File: config.mk
export PLATFORM = sky130hd
export DESIGN_NAME = pipe_adder_flat
export DESIGN_NICKNAME = d
export VERILOG_FILES = /design/src/rtl/pipe_adder_if.sv /design/src/rtl/pipe_adder.sv /design/src/flat_wrapper.sv
export SDC_FILE = /design/constraint.sdc
export NUM_CORES = 1
export LEC_CHECK = 0
export CAP_MARGIN = 20
export CORE_UTILIZATION = 50
export CTS_CLUSTER_DIAMETER = 200
export CTS_CLUSTER_SIZE = 20
export DETAILED_ROUTE_END_ITERATION = 8
export PLACE_DENSITY = 0.73
export SLEW_MARGIN = 20
export SYNTH_ARGS = -nofsm -noshare
export SYNTH_HDL_FRONTEND = slang
export SYNTH_SLANG_ARGS = --single-unit
File: constraint.sdc
create_clock -name clk -period 2.95 [get_ports clk]
set_clock_uncertainty 0.15 [all_clocks]
set_input_delay 0.295 -clock clk [delete_from_list [all_inputs] [get_ports clk]]
set_output_delay 0.295 -clock clk [all_outputs]
set_load 0.1 [all_outputs]
File: src/rtl/pipe_adder_if.sv
// pipe_adder_if: operand/result handshake bundle for pipe_adder.
// master drives operands and out_ready; slave is the adder.
interface pipe_adder_if #(
    parameter int WIDTH = 32
);
    logic             in_valid;
    logic             in_ready;
    logic [WIDTH-1:0] a;
    logic [WIDTH-1:0] b;
    logic             c_in;
    logic             out_valid;
    logic             out_ready;
    logic [WIDTH-1:0] sum;
    logic             c_out;
    logic             ovf;

    modport master (
        output in_valid, a, b, c_in, out_ready,
        input  in_ready, out_valid, sum, c_out, ovf
    );

    modport slave (
        input  in_valid, a, b, c_in, out_ready,
        output in_ready, out_valid, sum, c_out, ovf
    );
endinterface

File: src/rtl/pipe_adder.sv
// pipe_adder: pipelined a+b+c_in, one carry-chained chunk per stage.
// Valid/ready handshake with per-stage bubble collapse.
module pipe_adder #(
    parameter int WIDTH  = 32,
    parameter int STAGES = 4
) (
    input  logic        clk,
    input  logic        rst_n,
    pipe_adder_if.slave bus
);
    localparam int CHUNK = WIDTH / STAGES;

    if (WIDTH < 1 || STAGES < 1 || STAGES > WIDTH ||
        WIDTH % STAGES != 0) begin : g_bad_cfg
        $error("pipe_adder: invalid WIDTH/STAGES");
    end

    for (genvar k = 0; k < STAGES; k++) begin : g_st
        localparam int LO  = (k + 1) * CHUNK;
        localparam int REM = WIDTH - LO;
        localparam int IW  = REM + CHUNK;

        logic           v_q, v_d;
        logic           cy_q, cy_d;
        logic [LO-1:0]  sum_q, sum_d, sum_new;
        logic [IW-1:0]  a_in, b_in;
        logic           up_v, cin;
        logic           nxt_en, en, take;
        logic [CHUNK:0] add;

        if (k == 0) begin : g_src
            assign up_v    = bus.in_valid;
            assign a_in    = bus.a;
            assign b_in    = bus.b;
            assign cin     = bus.c_in;
            assign sum_new = add[CHUNK-1:0];
        end else begin : g_src
            assign up_v    = g_st[k-1].v_q;
            assign a_in    = g_st[k-1].g_rem.a_rem_q;
            assign b_in    = g_st[k-1].g_rem.b_rem_q;
            assign cin     = g_st[k-1].cy_q;
            assign sum_new = {add[CHUNK-1:0],
                              g_st[k-1].sum_q};
        end

        if (k == STAGES - 1) begin : g_nxt
            assign nxt_en = bus.out_ready;
        end else begin : g_nxt
            assign nxt_en = g_st[k+1].en;
        end

        // An empty stage always advances, so bubbles collapse
        assign en   = !v_q || nxt_en;
        assign take = en && up_v;
        assign add  = {1'b0, a_in[CHUNK-1:0]}
                    + {1'b0, b_in[CHUNK-1:0]}
                    + {{CHUNK{1'b0}}, cin};

        always_comb begin
            v_d   = v_q;
            cy_d  = cy_q;
            sum_d = sum_q;
            if (en) begin
                v_d = up_v;
            end
            if (take) begin
                cy_d  = add[CHUNK];
                sum_d = sum_new;
            end
        end

        always_ff @(posedge clk) begin
            if (!rst_n) begin
                v_q   <= 1'b0;
                cy_q  <= 1'b0;
                sum_q <= '0;
            end else begin
                v_q   <= v_d;
                cy_q  <= cy_d;
                sum_q <= sum_d;
            end
        end

        if (REM > 0) begin : g_rem
            logic [REM-1:0] a_rem_q, a_rem_d;
            logic [REM-1:0] b_rem_q, b_rem_d;

            always_comb begin
                a_rem_d = a_rem_q;
                b_rem_d = b_rem_q;
                if (take) begin
                    a_rem_d = a_in[IW-1:CHUNK];
                    b_rem_d = b_in[IW-1:CHUNK];
                end
            end

            always_ff @(posedge clk) begin
                if (!rst_n) begin
                    a_rem_q <= '0;
                    b_rem_q <= '0;
                end else begin
                    a_rem_q <= a_rem_d;
                    b_rem_q <= b_rem_d;
                end
            end
        end

        if (k == STAGES - 1) begin : g_ovf
            logic ovf_q, ovf_d, c_msb;

            // Carry into the MSB recovered from its sum bit
            assign c_msb = add[CHUNK-1]
                         ^ a_in[CHUNK-1]
                         ^ b_in[CHUNK-1];

            always_comb begin
                ovf_d = ovf_q;
                if (take) begin
                    ovf_d = c_msb ^ add[CHUNK];
                end
            end

            always_ff @(posedge clk) begin
                if (!rst_n) begin
                    ovf_q <= 1'b0;
                end else begin
                    ovf_q <= ovf_d;
                end
            end
        end
    end

    assign bus.in_ready  = rst_n && g_st[0].en;
    assign bus.out_valid = g_st[STAGES-1].v_q;
    assign bus.sum       = g_st[STAGES-1].sum_q;
    assign bus.c_out     = g_st[STAGES-1].cy_q;
    assign bus.ovf       = g_st[STAGES-1].g_ovf.ovf_q;
endmodule
File: src/flat_wrapper.sv
// flat-port wrapper written by rule: the top's interface ports become plain ports
module pipe_adder_flat 
#(
    parameter int WIDTH  = 32,
    parameter int STAGES = 4
)
  (clk, rst_n, bus_in_valid, bus_a, bus_b, bus_c_in, bus_out_ready, bus_in_ready, bus_out_valid, bus_sum, bus_c_out, bus_ovf);
  pipe_adder_if #(.WIDTH(WIDTH)) bus_i ();
  input  logic clk;
  input  logic rst_n;
  input wire logic [$bits(bus_i.in_valid)-1:0] bus_in_valid;
  input wire logic [$bits(bus_i.a)-1:0] bus_a;
  input wire logic [$bits(bus_i.b)-1:0] bus_b;
  input wire logic [$bits(bus_i.c_in)-1:0] bus_c_in;
  input wire logic [$bits(bus_i.out_ready)-1:0] bus_out_ready;
  output wire logic [$bits(bus_i.in_ready)-1:0] bus_in_ready;
  output wire logic [$bits(bus_i.out_valid)-1:0] bus_out_valid;
  output wire logic [$bits(bus_i.sum)-1:0] bus_sum;
  output wire logic [$bits(bus_i.c_out)-1:0] bus_c_out;
  output wire logic [$bits(bus_i.ovf)-1:0] bus_ovf;
  assign bus_i.in_valid = bus_in_valid;
  assign bus_i.a = bus_a;
  assign bus_i.b = bus_b;
  assign bus_i.c_in = bus_c_in;
  assign bus_i.out_ready = bus_out_ready;
  assign bus_in_ready = bus_i.in_ready;
  assign bus_out_valid = bus_i.out_valid;
  assign bus_sum = bus_i.sum;
  assign bus_c_out = bus_i.c_out;
  assign bus_ovf = bus_i.ovf;
  pipe_adder #(.WIDTH(WIDTH), .STAGES(STAGES)) u_core (.clk(clk), .rst_n(rst_n), .bus(bus_i));
endmodule
==> impl_metrics.env, run 1 <==
export IMPL_run_status="finished, final reports clean"
export IMPL_max_slew_margin_rel_pct=63.67
export IMPL_drt_first_iter_violations=331
export IMPL_clk_path_buf_depth=2
export IMPL_fin_nets=1131
export IMPL_min_delay_path_class="input port to flop"
export IMPL_maximum_number_of_pins_on_one_net_before_global_route_repair=97
export IMPL_drive_gt1_share_pct=9.240
export IMPL_avgSynthCellArea_sq_um=8.460
export IMPL_cts_made_buffers=17
export IMPL_drt_first_pass_iters=4
export IMPL_h_tree_lvls=4
export IMPL_grt_pass1_vias=5691
export IMPL_ff_latch_area_sq_mm=0.003704
export IMPL_final_period_minus_worst_setup_slack_ps=2466
export IMPL_groute_layer_met1_usage_pct=30.31
export IMPL_grt_first_pass_wirelength_microns=27420
export IMPL_crit_start="bus_c_in"
export IMPL_design_die_area_sq_mm=0.01653
export IMPL_clock_tree_root_cell="sky130_fd_sc_hd__clkbuf_16"
export IMPL_criticalPathCategory="input port to flop"
export IMPL_leakagePower_nw=3.745
export IMPL_hold_violations=0
export IMPL_synth_edf_count=0
export IMPL_avgViaCountPerCell=4.983
export IMPL_die_h_microns=128.6
export IMPL_synthTopCellsByArea="sky130_fd_sc_hd__dfxtp_1 46%, sky130_fd_sc_hd__nand2_1 15%, sky130_fd_sc_hd__a21boi_0 15%"
export IMPL_syn_nets=1052
export IMPL_synth_seq_cells=185
export IMPL_multi_input_area_sq_mm=0.004024
export IMPL_tightest_slew_ps=544.9
export IMPL_global_route_peak_usage_layer="met2"
export IMPL_gr_usage_met3_pct=3.825
export IMPL_critical_path_reg2reg_startpoint="u_core.g_st[0].g_rem.b_rem_q[0]$_SDFFE_PN0P_"
export IMPL_postCtsHoldBufs=0
export IMPL_cts_resized=0
export IMPL_worstPathArrival_ps=2680
export IMPL_gr_usage_all_layers_pct=20.94
export IMPL_postSynth_asyncResetShare_pct=0
export IMPL_ys_warnings_count=0
export IMPL_grt_setup_unrepaired="no"
export IMPL_grt_total_ovfl=0
export IMPL_clock_sinks=185
export IMPL_maxClockFrequency_mhz=405.6
export IMPL_netlist_area_sq_mm=0.008011
export IMPL_synth_sequential_area_ratio_pct=46.23
export IMPL_period_share_pct=83.58
export IMPL_critical_path_startpoint_type="input port"
export IMPL_drt_total_wl_microns=15970
export IMPL_netlist_top_cell_by_area="sky130_fd_sc_hd__dfxtp_1"
export IMPL_drv_slew=0
export IMPL_rows=45
export IMPL_postSynthCellCount=947
export IMPL_drc=0
export IMPL_synthTopCellsByCount="325 x sky130_fd_sc_hd__nand2_1, 185 x sky130_fd_sc_hd__dfxtp_1, 159 x sky130_fd_sc_hd__a21boi_0, 55 x sky130_fd_sc_hd__clkbuf_1, 28 x sky130_fd_sc_hd__ha_1"
export IMPL_filler_cell_count=1437
export IMPL_coreArea_sq_mm=0.01543
export IMPL_hold_path_startpoint="rst_n"
export IMPL_detailed_place_hpwl_microns=11090
export IMPL_area_delta_synth_final_pct=22.21
export IMPL_worstPathRequired_ps=3160
export IMPL_grt_use_met2_pct=31.13
export IMPL_number_of_antenna_violations_at_the_first_check_in_global_routing=0
export IMPL_ys_types=45
export IMPL_antenna_violating_nets_post_route=0
export IMPL_critPathCaptureType="flop"
export IMPL_initial_utilization_pct=51.93
export IMPL_cts_setup_buffers=0
export IMPL_antenna_diode_count=0
export IMPL_ioPinCount=105
export IMPL_finalSetupViolCount=0
export IMPL_portBuffers=104
export IMPL_worst_skew_pair_late_latency_ps=430
export IMPL_cts_tree="done"
export IMPL_max_cap_viols=0
export IMPL_peak_supply_drop_uv=435.6
export IMPL_tns_ps=0
export IMPL_path_clk_slew_ps=60
export IMPL_synthDominantCellAreaShare_pct=46.23
export IMPL_worst_slack_ps=484.5
export IMPL_place_congestion=0.8369
export IMPL_routed_via_count=6229
export IMPL_most_common_cell_in_the_synthesized_netlist="sky130_fd_sc_hd__nand2_1"
export IMPL_drt_wirelength_per_cell_microns=12.77
export IMPL_ys_dominant_reg_cell="sky130_fd_sc_hd__dfxtp_1"
export IMPL_detailedPlace_worstSlack_ps=48.41
export IMPL_cp_max_fo=3
export IMPL_power_density_mw_per_mm2=547.0
export IMPL_dieWidth_microns=128.6
## layer usage
| layer | vias up | wire length [microns] |
|---|---|---|
| li1 | 3304 | - |
| met1 | 2792 | 8531 |
| met2 | 117 | 6650 |
| met3 | 16 | 568 |
| met4 | 0 | 216 |
| met5 | - | 0 |
## path summary, 6_finish.rpt
check / slack [ps] / depth (start not counted) / to
setup / recovery: 480 / 11 / u_core.g_st[0].sum_q[6]$_SDFFE_PN0P_
hold / removal: 180 / 2 / u_core.g_st[1].sum_q[10]$_SDFFE_PN0P_
setup reg to reg: 530 / 7 / u_core.g_st[1].sum_q[14]$_SDFFE_PN0P_
hold reg to reg: 310 / 2 / u_core.bus.sum[3]$_SDFFE_PN0P_
## through the flow
| stage | util (%) | instances | total power, mW | hold WS [ps] | instance area (sq um) |
|---|---|---|---|---|---|
| after floorplan | - | 947 | 2.950 | 283.9 | 8011 |
| after global routing | 63.46 | 1250 | 5.553 | 194.4 | 9791 |
| after detailed placement | 59.61 | 1218 | 3.141 | 303.2 | 9196 |
| final | 63.46 | 1250 | 5.356 | 181.2 | 9791 |
| after global placement | 59.61 | 1218 | 3.136 | 298.7 | 9196 |
| after CTS | 63.46 | 1250 | 5.402 | 166.4 | 9791 |
## worst max-delay path, stage by stage
cell and delay [ps]:
sky130_fd_sc_hd__clkdlybuf4s50_1 450, sky130_fd_sc_hd__inv_1 50, sky130_fd_sc_hd__fa_1 440, sky130_fd_sc_hd__inv_1 80
sky130_fd_sc_hd__fa_1 200, sky130_fd_sc_hd__a21o_1 120, sky130_fd_sc_hd__a21oi_1 80, sky130_fd_sc_hd__o21bai_1 130
sky130_fd_sc_hd__a21oi_1 110, sky130_fd_sc_hd__or4b_2 630, sky130_fd_sc_hd__nand3_1 80
## power breakdown
group	switching, mW	internal (mW)
Sequential	0.0479	2.58
Combinational	0.235	0.225
Clock	0.914	1.36
## layout by cell type (no fill, tap or decap), types with 3 or more instances in the layout
cell / synthesis / layout
sky130_fd_sc_hd__clkbuf_16: 0 / 17
sky130_fd_sc_hd__inv_1: 17 / 17
sky130_fd_sc_hd__o21ai_0: 22 / 22
sky130_fd_sc_hd__a21boi_0: 159 / 159
sky130_fd_sc_hd__buf_4: 0 / 52
sky130_fd_sc_hd__o21a_1: 8 / 8
sky130_fd_sc_hd__clkbuf_1: 55 / 3
sky130_fd_sc_hd__nand4_1: 4 / 4
sky130_fd_sc_hd__nor2b_1: 12 / 11
sky130_fd_sc_hd__dfxtp_1: 185 / 185
sky130_fd_sc_hd__fa_1: 8 / 8
sky130_fd_sc_hd__nor3_1: 6 / 6
sky130_fd_sc_hd__nand3b_1: 3 / 3
sky130_fd_sc_hd__nand3_1: 14 / 14
sky130_fd_sc_hd__buf_12: 0 / 4
sky130_fd_sc_hd__clkbuf_8: 0 / 5
sky130_fd_sc_hd__a21oi_1: 22 / 22
sky130_fd_sc_hd__nand2_1: 325 / 324
sky130_fd_sc_hd__and2_1: 5 / 4
sky130_fd_sc_hd__a21o_1: 4 / 4
sky130_fd_sc_hd__nand2b_1: 6 / 6
sky130_fd_sc_hd__clkinv_2: 0 / 4
sky130_fd_sc_hd__xnor2_1: 11 / 11
sky130_fd_sc_hd__or4b_2: 3 / 3
sky130_fd_sc_hd__nor2_1: 6 / 6
sky130_fd_sc_hd__o211a_1: 6 / 6
sky130_fd_sc_hd__ha_1: 28 / 28
sky130_fd_sc_hd__clkdlybuf4s50_1: 0 / 67
## registers in the layout (all words and copies together), names as in the netlist
register	cells
u_core.g_st.g_rem.b_rem_q	48
u_core.g_st.v_q	3
u_core.g_st.sum_q	48
u_core.bus.sum	32
u_core.g_st.cy_q	3
u_core.bus.c_out	1
u_core.g_st.g_rem.a_rem_q	48
u_core.bus.out_valid	1
u_core.bus.ovf	1
## cell type report
cell class,instances,area share [%]
multi-input cells,682,41.10
flip-flops and latches,185,37.83
repair buffers,123,11.65
clock buffers,25,5.163
well taps,211,2.696
clock inverters,7,0.9073
inverters,17,0.6518
## cell families (layout without fill, tap and decap cells)
group | count (synthesis) | count (layout) | share of synthesized area, %
multiplexers | 2 | 2 | 0.2655
AND/OR/NAND/NOR | 392 | 392 | 20.24
XOR/XNOR | 15 | 15 | 1.905
flip-flops | 185 | 185 | 46.23
AO/OA/AOI/OAI | 237 | 237 | 21.18
buffers and inverters | 80 | 172 | 3.811
adder cells (fa/ha/maj) | 36 | 36 | 6.372
No activity file was read; power rests on OpenSTA's default activity.
==> inputs of run 2 (changes only) <==
--- a/config.mk
+++ b/config.mk
@@ -10,7 +10,7 @@
 export CTS_CLUSTER_DIAMETER = 200
 export CTS_CLUSTER_SIZE = 20
 export DETAILED_ROUTE_END_ITERATION = 8
-export PLACE_DENSITY = 0.73
+export PLACE_DENSITY = 0.76
 export SLEW_MARGIN = 20
 export SYNTH_ARGS = -nofsm -noshare
 export SYNTH_HDL_FRONTEND = slang
==> constraint.sdc (replaced) <==
create_clock -name clk -period 2.2 [get_ports clk]
set_clock_uncertainty 0.15 [all_clocks]
set_input_delay 0.22 -clock clk [delete_from_list [all_inputs] [get_ports clk]]
set_output_delay 0.22 -clock clk [all_outputs]
set_load 0.1 [all_outputs]
==> run 2 against run 1 <==
  * The run now ends with negative setup slack left
  * Register-to-register slack worse by 590 ps
  * Critical path type is now flop to flop
  * Total power is 34% higher
  * Highest routed layer unchanged
  * Die area did not move
==> impl_metrics.env, run 2 (same netlist as run 1, synthesis figures left out) <==
export IMPL_critical_path_slowest_cell="sky130_fd_sc_hd__fa_2"
export IMPL_drt_first_iter_violations=409
export IMPL_h_tree_lvls=4
export IMPL_grt_setup_unrepaired="yes"
export IMPL_critPathMostFrequentCell="sky130_fd_sc_hd__fa_2"
export IMPL_design_die_area_sq_mm=0.01653
export IMPL_grt_pass1_vias=5917
export IMPL_max_cap_viols=0
export IMPL_postLayoutCoreUtil_pct=65.44
export IMPL_fin_nets=1158
export IMPL_cts_tree="done"
export IMPL_power_density_mw_per_mm2=711.8
export IMPL_antenna_diode_count=0
export IMPL_max_slew_margin_rel_pct=58.68
export IMPL_final_period_minus_worst_setup_slack_ps=2256
export IMPL_avgViaCountPerCell=4.995
export IMPL_ioPinCount=105
export IMPL_grt_first_pass_wirelength_microns=28460
export IMPL_crit_path_max_incr_delay_ps=390
export IMPL_fin_cells=1276
export IMPL_run_status="complete, but fails checks"
export IMPL_tns_ps=-92.46
export IMPL_layout_cells_most_common="sky130_fd_sc_hd__nand2_1"
export IMPL_grt_total_ovfl=0
export IMPL_period_share_pct=102.5
export IMPL_drive_gt1_share_pct=14.08
export IMPL_die_h_microns=128.6
export IMPL_hold_violations=0
export IMPL_drv_slew=0
export IMPL_maximum_number_of_pins_on_one_net_before_global_route_repair=61
export IMPL_placement_cell_area_sq_mm=0.009429
export IMPL_place_congestion=0.8819
export IMPL_clk_path_buf_depth=2
export IMPL_drt_first_pass_iters=5
export IMPL_detailed_place_hpwl_microns=11860
export IMPL_leakagePower_nw=3.927
export IMPL_peak_supply_drop_uv=595.5
export IMPL_cts_made_buffers=17
export IMPL_worst_slack_ps=-55.78
export IMPL_clock_sinks=185
export IMPL_worst_skew_pair_late_latency_ps=430
export IMPL_violations_in_the_final_reports="negative setup slack"
export IMPL_maxClockFrequency_mhz=443.3
export IMPL_dieWidth_microns=128.6
export IMPL_worstPathRequired_ps=2410
export IMPL_path_clk_slew_ps=60
export IMPL_area_delta_synth_final_pct=26.02
export IMPL_drc=0
export IMPL_portBuffers=104
export IMPL_largestRegisters="u_core.g_st.g_rem.a_rem_q (48), u_core.g_st.g_rem.b_rem_q (48), u_core.g_st.sum_q (48)"
export IMPL_layout_cells_most_common_list="324 x sky130_fd_sc_hd__nand2_1, 181 x sky130_fd_sc_hd__dfxtp_1, 157 x sky130_fd_sc_hd__a21boi_0"
export IMPL_gr_usage_all_layers_pct=21.72
export IMPL_tightest_slew_ps=617.0
export IMPL_criticalPathCategory="flop to flop"
export IMPL_design_area_sq_mm=0.01010
export IMPL_coreArea_sq_mm=0.01543
export IMPL_worstPathArrival_ps=2460
export IMPL_rows=45
export IMPL_drt_total_wl_microns=16750
export IMPL_critPathCaptureType="flop"
export IMPL_detailedPlace_worstSlack_ps=-529.7
export IMPL_min_delay_path_class="input port to flop"
export IMPL_drt_wirelength_per_cell_microns=13.13
export IMPL_antenna_violating_nets_post_route=0
export IMPL_cp_cell_sequence="fa_2 > inv_2 > fa_2 > nor2b_2 > o31a_1 > buf_4 > o21a_1 > o21ai_1 > nand3b_1 > a21boi_1"
export IMPL_cp_max_fo=3
export IMPL_critical_path_startpoint_type="flop"
export IMPL_initial_utilization_pct=51.93
export IMPL_post_place_cells=1242
export IMPL_clock_tree_root_cell="sky130_fd_sc_hd__clkbuf_16"
export IMPL_routed_via_count=6374
export IMPL_number_of_antenna_violations_at_the_first_check_in_global_routing=0
export IMPL_finalSetupViolCount=3
==> run 2: report_power, final <==
part           internal, mW  switching (mW)
clock network          1.78            1.21
logic                 0.341           0.337
registers              3.45          0.0648
total                  5.57            1.61
==> run 2: layer usage <==
layer,GRT usage [%],part of all wire (%)
met5,0,0
met4,7.059,1.3
met3,3.950,3.6
met2,32.50,43
met1,31.52,52
==> run 2: metrics by stage <==
| stage | power [mW] | hold WS [ps] |
|---|---|---|
| final | 7.186 | 87.91 |
| after global routing | 7.480 | 110.9 |
| after CTS | 7.233 | 82.25 |
| after detailed placement | 4.255 | 303.9 |
| after global placement | 4.245 | 296.8 |
| after floorplan | 3.958 | 208.9 |
==> run 2: critical path: cells and delay by family, from the launching register on <==
family	cells	cell delay, ps
AO/OA/AOI/OAI	4	750
adder cells (fa/ha/maj)	2	600
buffers and inverters	2	200
flip-flops	1	330
AND/OR/NAND/NOR	2	160
==> run 2: area by class of cell <==
cell class,instances,area (sq um)
Clock inverter,8,93.84
Clock buffer,23,488.0
Tap cell,211,264.0
Multi-Input combinational cell,682,4091
Sequential cell,185,3709
Timing Repair Buffer,150,1386
Inverter,17,63.81
Fill cell,1344,5331
==> run 2: path summary, 6_finish.rpt <==
kind                                                     start                               end  slack [ps]  cells after the start
setup / recovery  u_core.g_st[2].g_rem.b_rem_q[0]$_SDFFE_PN0P_   u_core.bus.sum[30]$_SDFFE_PN0P_         -60                     10
hold / removal                                           rst_n  u_core.g_st[2].cy_q$_SDFFE_PN0P_          90                      3
setup reg to reg  u_core.g_st[2].g_rem.b_rem_q[0]$_SDFFE_PN0P_   u_core.bus.sum[30]$_SDFFE_PN0P_         -60                     10
hold reg to reg                  u_core.bus.c_out$_SDFFE_PN0P_     u_core.bus.c_out$_SDFFE_PN0P_         310                      2
==> run 2: what timing repair did <==
| item | in CTS | in global routing |
|---|---|---|
| pin swaps | 12 | 13 |
| hold buffers | 0 | 0 |
| setup endpoints to repair | 8 | 12 |
| gates resized for setup | 13 | 22 |
| endpoints found under the hold margin | 0 | 0 |
| setup buffers | 1 | 2 |
==> inputs of run 3 (changes only) <==
--- a/config.mk
+++ b/config.mk
@@ -11,7 +11,7 @@
 export CTS_CLUSTER_SIZE = 20
 export DETAILED_ROUTE_END_ITERATION = 8
 export PLACE_DENSITY = 0.76
-export SLEW_MARGIN = 20
+export SLEW_MARGIN = 25
 export SYNTH_ARGS = -nofsm -noshare
 export SYNTH_HDL_FRONTEND = slang
 export SYNTH_SLANG_ARGS = --single-unit
==> results of run 3 <==
Final layout, timing and power as in run 2 (identical DEF).
